## src/rtl/bsg_manycore_ret_responder.sv

```systemverilog
// Remote-request endpoint: issues each request to local memory and queues one return packet per request.
// Optional BSG_MANYCORE_RET_ERR_CHECK_EN drops misrouted or out-of-range requests and returns err=1.

module bsg_manycore_ret_responder #(
    parameter int x_cord_width_p      = 5,
    parameter int y_cord_width_p      = 5,
    parameter int addr_width_p        = 32,
    parameter int data_width_p        = 32,
    parameter int mem_addr_width_p    = 12,
    parameter int ret_fifo_els_p      = 4,
    localparam int packet_width_lp     = 6 + 2*(x_cord_width_p+y_cord_width_p) + addr_width_p + data_width_p,
    localparam int ret_packet_width_lp = 1 + x_cord_width_p + y_cord_width_p + 4
) (
    input  logic                           clk_i,
    input  logic                           reset_n_i,
    input  logic                           v_i,
    input  logic [packet_width_lp-1:0]     data_i,
    output logic                           ready_o,
    output logic                           mem_v_o,
    output logic                           mem_w_o,
    output logic [mem_addr_width_p-1:0]    mem_addr_o,
    output logic [data_width_p-1:0]        mem_data_o,
    input  logic                           mem_yumi_i,
    output logic                           ret_v_o,
    output logic [ret_packet_width_lp-1:0] ret_data_o,
    input  logic                           ret_ready_i,
    input  logic [x_cord_width_p-1:0]      my_x_i,
    input  logic [y_cord_width_p-1:0]      my_y_i
);

    typedef struct packed {
        logic [5:0]                op;
        logic [y_cord_width_p-1:0] src_y;
        logic [x_cord_width_p-1:0] src_x;
        logic [y_cord_width_p-1:0] dst_y;
        logic [x_cord_width_p-1:0] dst_x;
        logic [addr_width_p-1:0]   addr;
        logic [data_width_p-1:0]   data;
    } req_pkt_s;

    typedef struct packed {
        logic                      ack;
        logic [y_cord_width_p-1:0] dst_y;
        logic [x_cord_width_p-1:0] dst_x;
        logic                      is_load;
        logic                      is_store;
        logic                      err;
        logic                      rsvd;
    } ret_pkt_s;

    localparam int ptr_w_lp = (ret_fifo_els_p > 1) ? $clog2(ret_fifo_els_p) : 1;
    localparam int cnt_w_lp = $clog2(ret_fifo_els_p + 1);

    req_pkt_s pkt;
    assign pkt = data_i;

    logic                        req_v_r, req_st_r, req_drop_r;
    logic [y_cord_width_p-1:0]   req_src_y_r;
    logic [x_cord_width_p-1:0]   req_src_x_r;
    logic [mem_addr_width_p-1:0] req_addr_r;
    logic [data_width_p-1:0]     req_data_r;

    logic [cnt_w_lp-1:0] fifo_count_r;
    logic [ptr_w_lp-1:0] wr_ptr_r, rd_ptr_r;
    ret_pkt_s            fifo_mem_r [ret_fifo_els_p];

    logic     cap_drop, req_done, accept, push, pop;
    ret_pkt_s ret_push;
    logic     unused_ok;

`ifdef BSG_MANYCORE_RET_ERR_CHECK_EN
    assign cap_drop  = (pkt.dst_x != my_x_i) | (pkt.dst_y != my_y_i)
                     | (pkt.addr[addr_width_p-1:mem_addr_width_p] != '0);
    assign unused_ok = ^{pkt.op[5:1]};
`else
    assign cap_drop  = 1'b0;
    assign unused_ok = ^{pkt.op[5:1], pkt.dst_y, pkt.dst_x,
                         pkt.addr[addr_width_p-1:mem_addr_width_p], my_x_i, my_y_i};
`endif

    // A dropped request completes on its own in the cycle after capture.
    assign mem_v_o    = req_v_r & ~req_drop_r;
    assign mem_w_o    = req_st_r;
    assign mem_addr_o = req_addr_r;
    assign mem_data_o = req_data_r;
    assign req_done   = req_v_r & (req_drop_r | mem_yumi_i);

    // Reserve a FIFO slot for the held request so a push can never overflow.
    assign ready_o = (~req_v_r | req_done)
                   & ((int'(fifo_count_r) + int'(req_v_r)) < ret_fifo_els_p);
    assign accept  = v_i & ready_o;

    always_ff @(posedge clk_i or negedge reset_n_i) begin
        if (!reset_n_i) begin
            req_v_r     <= 1'b0;
            req_st_r    <= 1'b0;
            req_drop_r  <= 1'b0;
            req_src_y_r <= '0;
            req_src_x_r <= '0;
            req_addr_r  <= '0;
            req_data_r  <= '0;
        end else if (accept) begin
            req_v_r     <= 1'b1;
            req_st_r    <= pkt.op[0];
            req_drop_r  <= cap_drop;
            req_src_y_r <= pkt.src_y;
            req_src_x_r <= pkt.src_x;
            req_addr_r  <= pkt.addr[mem_addr_width_p-1:0];
            req_data_r  <= pkt.data;
        end else if (req_done) begin
            req_v_r <= 1'b0;
        end
    end

    always_comb begin
        ret_push          = '0;
        ret_push.ack      = 1'b1;
        ret_push.dst_y    = req_src_y_r;
        ret_push.dst_x    = req_src_x_r;
        ret_push.is_load  = ~req_st_r;
        ret_push.is_store = req_st_r;
        ret_push.err      = req_drop_r;
    end

    assign push       = req_done;
    assign pop        = ret_v_o & ret_ready_i;
    assign ret_v_o    = (fifo_count_r != '0);
    assign ret_data_o = fifo_mem_r[rd_ptr_r];

    function automatic logic [ptr_w_lp-1:0] ptr_inc(input logic [ptr_w_lp-1:0] p);
        return (p == ptr_w_lp'(ret_fifo_els_p - 1)) ? '0 : p + 1'b1;
    endfunction

    always_ff @(posedge clk_i or negedge reset_n_i) begin
        if (!reset_n_i) begin
            wr_ptr_r     <= '0;
            rd_ptr_r     <= '0;
            fifo_count_r <= '0;
            for (int i = 0; i < ret_fifo_els_p; i++) fifo_mem_r[i] <= '0;
        end else begin
            if (push) begin
                fifo_mem_r[wr_ptr_r] <= ret_push;
                wr_ptr_r             <= ptr_inc(wr_ptr_r);
            end
            if (pop) rd_ptr_r <= ptr_inc(rd_ptr_r);
            case ({push, pop})
                2'b10:   fifo_count_r <= fifo_count_r + 1'b1;
                2'b01:   fifo_count_r <= fifo_count_r - 1'b1;
                default: fifo_count_r <= fifo_count_r;
            endcase
        end
    end

    always @(posedge clk_i) begin
        if (reset_n_i) assert (!(push && int'(fifo_count_r) >= ret_fifo_els_p));
    end

endmodule

```

## config.mk

```make
export PLATFORM = sky130hd
export DESIGN_NAME = bsg_manycore_ret_responder
export DESIGN_NICKNAME = d
export VERILOG_FILES = /design/src/rtl/bsg_manycore_ret_responder.sv
export SDC_FILE = /design/constraint.sdc
export NUM_CORES = 1
export LEC_CHECK = 0
export BUFFER_PORTS_ARGS = -buffer_cell sky130_fd_sc_hd__buf_4
export CAP_MARGIN = 5
export CORE_ASPECT_RATIO = 1.2
export CORE_MARGIN = 1.5
export CORE_UTILIZATION = 40
export DETAILED_ROUTE_END_ITERATION = 8
export HOLD_SLACK_MARGIN = 0.02
export PLACE_DENSITY_LB_ADDON = 0.15
export SLEW_MARGIN = 10
export SYNTH_ARGS = -nofsm -noshare
export SYNTH_HDL_FRONTEND = slang
export SYNTH_SLANG_ARGS = --single-unit
export TNS_END_PERCENT = 20
```

## constraint.sdc

```tcl
create_clock -name clk_i -period 2.7 [get_ports clk_i]
set_input_delay 0.135 -clock clk_i [delete_from_list [all_inputs] [get_ports clk_i]]
set_output_delay 0.135 -clock clk_i [all_outputs]
set_load 0.05 [all_outputs]
```

* Word-level counts from Yosys, hierarchy flattened
Cells that the tools add are included.
** Word-level totals
- Bits of input ports :: 105
- Word-level logic and storage cells :: 74
- Output and inout bits :: 63
- Bits in registers :: 123
** Operators by class
- Bitwise operators :: 9
- Order comparisons :: 4
- Equality and inequality tests :: 4
- Mux-type cells :: 11
- Reductions and logical operators :: 4
- Add/subtract/negate cells :: 5
** Operators by type and width (number)
- $bwmux 60 :: 1
- $mux 15 :: 3
- $bmux 15 s2 :: 1
- $demux 15 s2 :: 1
- $eq 2x2->1 const B :: 3
- $ge 3x3->1 const B :: 2
- $not 2->3 :: 2
- $pmux 3 s2 :: 1
- $add 2x1->2 const B :: 2
- $add 3x1->4 :: 1
- $and 1x1->1 :: 4
- $lt 4x3->1 const B :: 1
- $mux 2 :: 2
- $reduce_bool 2->1 :: 2
- $add 3x1->3 const B :: 1
- $lt 3x1->1 const B :: 1
- $reduce_bool 3->1 :: 1
- $sub 3x1->3 const B :: 1
- $eq 2x1->1 const B :: 1
- $mux 1 :: 2
- $not 1->1 :: 2
- $logic_and 1x1->1 :: 1
- $or 1x1->1 :: 1

* Depth between registers and ports, before layout
- Depth in word-level cells :: 6
- Gate-level depth with buffers :: 9

* Worst setup path after synthesis
No wires, ideal clock.
- Path kind :: reg-to-reg
- Start point :: register fifo_count_r[0]
- End point :: register fifo_count_r[2]
- Path buffers :: 0
- Setup time :: 0.125 ns
- Path slack :: 0.605 ns
- Arrival :: 1.970 ns
- Stages on the path, launching flop included :: 10
- Period minus slack after synthesis :: 2.095 ns
- Cells stage by stage :: dfrtp_1 > or3_1 > nand2_1 > inv_1 > ha_1 > inv_1 > fa_1 > xor2_1 > nor2_1 > xor2_1
** Between the ends
- Word-level cells in the longest chain between the ends :: 4
- Elaborated cells between the ends (all ways) :: 8
- Classes of those cells :: add/sub (2); eq/ne (2); mux (1); bitwise (1); reduce/logical (2)
** RTL lines
- start, declared :: RTL line 63 : logic [cnt_w_lp-1:0] fifo_count_r;
- start signal, assigned :: RTL line 147 : 2'b10: fifo_count_r <= fifo_count_r + 1'b1;
- start signal, assigned :: RTL line 148 : 2'b01: fifo_count_r <= fifo_count_r - 1'b1;
- start signal, assigned :: RTL line 149 : default: fifo_count_r <= fifo_count_r;
- $reduce_bool 3->1 (*) :: RTL line 127 : assign ret_v_o = (fifo_count_r != '0);
- net ret_v_o :: RTL line 24 : output logic ret_v_o,
- $and 1x1->1 (*) :: RTL line 126 : assign pop = ret_v_o & ret_ready_i;
- net pop :: RTL line 67 : logic cap_drop, req_done, accept, push, pop;
- $eq 2x1->1 or $eq 2x2->1 (tied branches) :: RTL line 146 : case ({push, pop})
- $pmux 3 s2 or $reduce_bool 2->1 (tied branches)
Mark *: on every way through the listed nets, which the timed path passes. The rest lies on a longest branch.
A chain may end at the register's enable or synchronous reset.

* Worst setup path after layout
- Start point :: register rd_ptr_r[0]
- End point :: output port ret_data_o[4]
** Between the ends
- Word-level cells in the longest chain between the ends :: 4
** RTL lines
- start, declared :: RTL line 64 : logic [ptr_w_lp-1:0] wr_ptr_r, rd_ptr_r;
- start signal, assigned :: RTL line 145 : if (pop) rd_ptr_r <= ptr_inc(rd_ptr_r);
- $not 2->3 (implied by the code) :: RTL line 128 : assign ret_data_o = fifo_mem_r[rd_ptr_r];
- $bmux 15 s2 :: RTL line 128
- $mux 15 (implied by the code) (2 in a row) :: RTL line 128
- end, declared :: RTL line 25 : output logic [ret_packet_width_lp-1:0] ret_data_o,
No other way between the ends. The select of a mux whose other input is x is not followed.

==> metrics.md <==
| Metric | Value |
|---|---|
| CP bufs+invs | `2` |
| Crit path time final | `2.20 ns` |
| Share of the yosys chip area belonging to registers | `58.2%` |
| Final Util | `59.9%` |
| Status | `complete, no violations` |
| Synth area leaders | `dfrtp_1 58%, mux2_2 14%, mux2_4 12%, mux4_2 5.9%, buf_12 2.0%` |
| Routed length per instance | `15.2 µm` |
| Sequential Power Share | `29.5%` |
| Yosys reg bits | `115` |
| Die area | `13000 µm²` |
| Worst slew pin tran | `0.715 ns` |
| Comb power frac | `47.1%` |
| Peak supply drop | `0.742 mV` |
| Final Hold Fails | `0` |
| Remaining DRCs | `0` |
| Number of enable flip-flop cells after synthesis | `0` |
| Total wire length | `9.98 mm` |
| Via-per-instance ratio | `4.69` |
| Largest net degree at the start of global routing | `54` |
| Leak | `3.40 nW` |
| Worst Skew | `0.00632 ns` |
| Vias in the first global route | `3275` |
| Die Y | `125 µm` |
| Non-Filler Instances | `657` |
| Core Footprint | `12100 µm²` |
| Total Power | `0.0109 W` |
| Area delta synth->final | `46.0%` |
| Largest area contributor in the netlist | `dfrtp_1` |
| Worst setup SP type | `flip-flop` |
| Critical Path Most Common Cell | `buf_4` |
| Worst slack at placement | `0.717 ns` |
| Postcts setup bufs | `0` |
| RSZ-0062 raised after global routing | `no` |
| Initial Util | `41.0%` |
| Placer Congestion | `0.714` |
| TritonCTS clock tree | `built` |
| Final Setup Violations | `0` |
| Crit. End Element | `primary output` |
| Number of port buffers | `120` |
| 1st-iter DRT viols | `78` |
| Setup tns final | `0 ns` |
| Final slew viol count | `0` |
| Max FO, Critical Path | `10` |
| Mapped Area | `4950 µm²` |
| Top-count cell post-synth | `dfrtp_1` |
| # H-tree levels | `4` |
| Internal power | `0.00662 W` |
| Sw Share | `39.3%` |
| Commonest cells in the netlist | `115 x dfrtp_1, 63 x mux2_2, 39 x mux2_4, 13 x mux4_2` |
| Final Cycle Share | `81.3%` |
| Fill cells | `934` |
| Yosys cell types | `26` |
| Main synth FF type | `dfrtp_1` |
| Largest delay share family, worst path | `flip-flops` |
| Die width | `105 µm` |
| Root Driver | `clkbuf_16` |
| CP arrival | `2.06 ns` |
| ANT cells | `0` |
| GRT Total Usage | `16.4%` |
| Antenna viol nets, final | `0` |
| Post-Synthesis Cells | `293` |
| Slowest cell delay on critical path | `0.60 ns` |
| Worst hold path class | `input pin to flip-flop` |
| Yosys warning total | `0` |
| First-pass GRT wire length | `16.6 mm` |
| Max_slew headroom | `52.3%` |
| PnR worst setup slack | `0.504 ns` |
| Cts repair resizes | `0` |
| Power Density | `1510 nW/µm²` |
| Sw power | `0.00429 W` |
| Fmax | `455 MHz` |
| Nets | `595` |
| DP HPWL | `6.23 mm` |
| Total CTS buffers | `17` |
| Worst EP required | `2.57 ns` |
| Slowest stage cell, crit path | `dfrtp_1` |
| I/O Pins | `168` |
| Via count | `3080` |
| Share of layout cells above drive strength 1 | `56.0%` |
| Row count | `44` |
| Initial antenna violation count | `0` |
| Avg Synthesized Cell Area | `16.9 µm²` |
| Clk network pwr share | `23.4%` |
| CTS Buffer Depth | `2` |
| DRT Pass-1 Iters | `4` |
| Sink Count | `115` |
| Total of max-cap violations | `0` |
| Asr flop ratio synth | `100%` |
| CP Class | `flip-flop to primary output` |
| Clk_lat worst skew | `0.40 ns` |
| Clk slew on worst S/H paths | `0.05 ns` |
| Area share of the largest cell type after synthesis | `58.2%` |
| Cell total after placement | `569` |
| Crit path cell chain | `buf_4, mux4_2, buf_4` |
| Congestion Overflow GR | `0` |
-- flip-flops by register name, summed over array words and instances, names as in the netlist --
name	cells
fifo_count_r	3
fifo_mem_r	52
mem_addr_o	12
mem_data_o	32
mem_w_o	1
rd_ptr_r	2
req_src_x_r	5
req_src_y_r	5
req_v_r	1
wr_ptr_r	2
-- power by group through the flow --
stage                     registers (W)  clock network, W  logic [W]
final                           0.00322           0.00256    0.00513
after global routing            0.00335           0.00270    0.00539
after CTS                       0.00322           0.00261    0.00518
after detailed placement        0.00323                 0    0.00510
after global placement          0.00319                 0    0.00506
after floorplan                 0.00427                 0    0.00272
-- layout by cell type (no fill, tap or decap), types with 2 or more instances in the layout --
cell,synthesis,layout
buf_4,3,129
dfrtp_1,115,115
mux2_2,63,63
dlygate4sd3_1,0,56
mux2_4,39,39
clkbuf_16,0,17
mux4_2,13,13
inv_1,7,7
nand2_1,6,6
ha_1,6,6
bufinv_16,0,6
nand2b_1,5,5
nand3_1,4,4
o21ai_0,4,4
clkbuf_8,0,4
clkinv_2,0,4
a21o_1,2,2
xor2_1,2,2
nor2_1,2,2
conb_1,1,2
-- final timing paths --
path | startpoint | end | slack, ns | depth (start not counted)
min in group asynchronous | reset_n_i | fifo_mem_r[32] | 0.34 | 2
worst min register to register | fifo_mem_r[59] | fifo_mem_r[59] | 0.46 | 1
worst max register to register | fifo_count_r[0] | fifo_count_r[2] | 0.75 | 9
worst max-delay path | rd_ptr_r[0] | ret_data_o[4] | 0.50 | 3
max in group asynchronous | reset_n_i | mem_data_o[28] | 1.46 | 3
worst min-delay path | mem_yumi_i | req_v_r | 0.05 | 3
-- kinds of logic after synthesis --
family / count (synthesis) / synth area share (%)
other cells: 1 / 0.0758
simple gates: 19 / 1.87
xor+xnor: 3 / 0.531
fa+ha+maj: 7 / 1.92
mux: 116 / 32.3
compound gates: 9 / 1.34
flops: 115 / 58.2
buf+inv: 23 / 3.79
-- through the flow --
stage	area (µm²)	hold WS [ns]
2_1_floorplan	4950	-0.161
3_3_place_gp	5980	0.226
3_5_place_dp	5980	0.236
4_1_cts	7220	0.0390
5_1_grt	7220	0.0564
6_report	7220	0.0518
-- per-layer routing --
| metal | routed length, µm | track usage [%] | part of all wire (%) | vias to the layer above |
|---|---|---|---|---|
| li1 | - | - | - | 1418 |
| met1 | 4300 | 20.8 | 43 | 1566 |
| met2 | 5140 | 26.9 | 51 | 86 |
| met3 | 414 | 4.08 | 4.2 | 10 |
| met4 | 123 | 6.13 | 1.2 | 0 |
| met5 | 0 | 0 | 0 | - |
-- timing repair --
action | in CTS | in global routing
endpoints found under the hold margin | 105 | 0
setup endpoints to repair | 0 | 0
hold buffers | 56 | 0
-- cell type report --
class	instances	area (µm²)	share of cell area, %
clock buffers	22	484	6.70
clock inverters	10	200	2.77
inverters	7	26.3	0.364
multi-input cells	156	1890	26.1
flip-flops and latches	115	2880	39.8
well taps	161	201	2.79
repair buffers	186	1550	21.4
-- worst register-to-register path, delay by kind of cell, from the launching register on --
family                   cells  cell delay, ns
XOR/XNOR                     2            0.29
flip-flops                   1            0.41
buffers and inverters        2            0.15
adder cells (fa/ha/maj)      2            0.38
AND/OR/NAND/NOR              3            0.61
No activity file was read; power rests on OpenSTA's default activity.
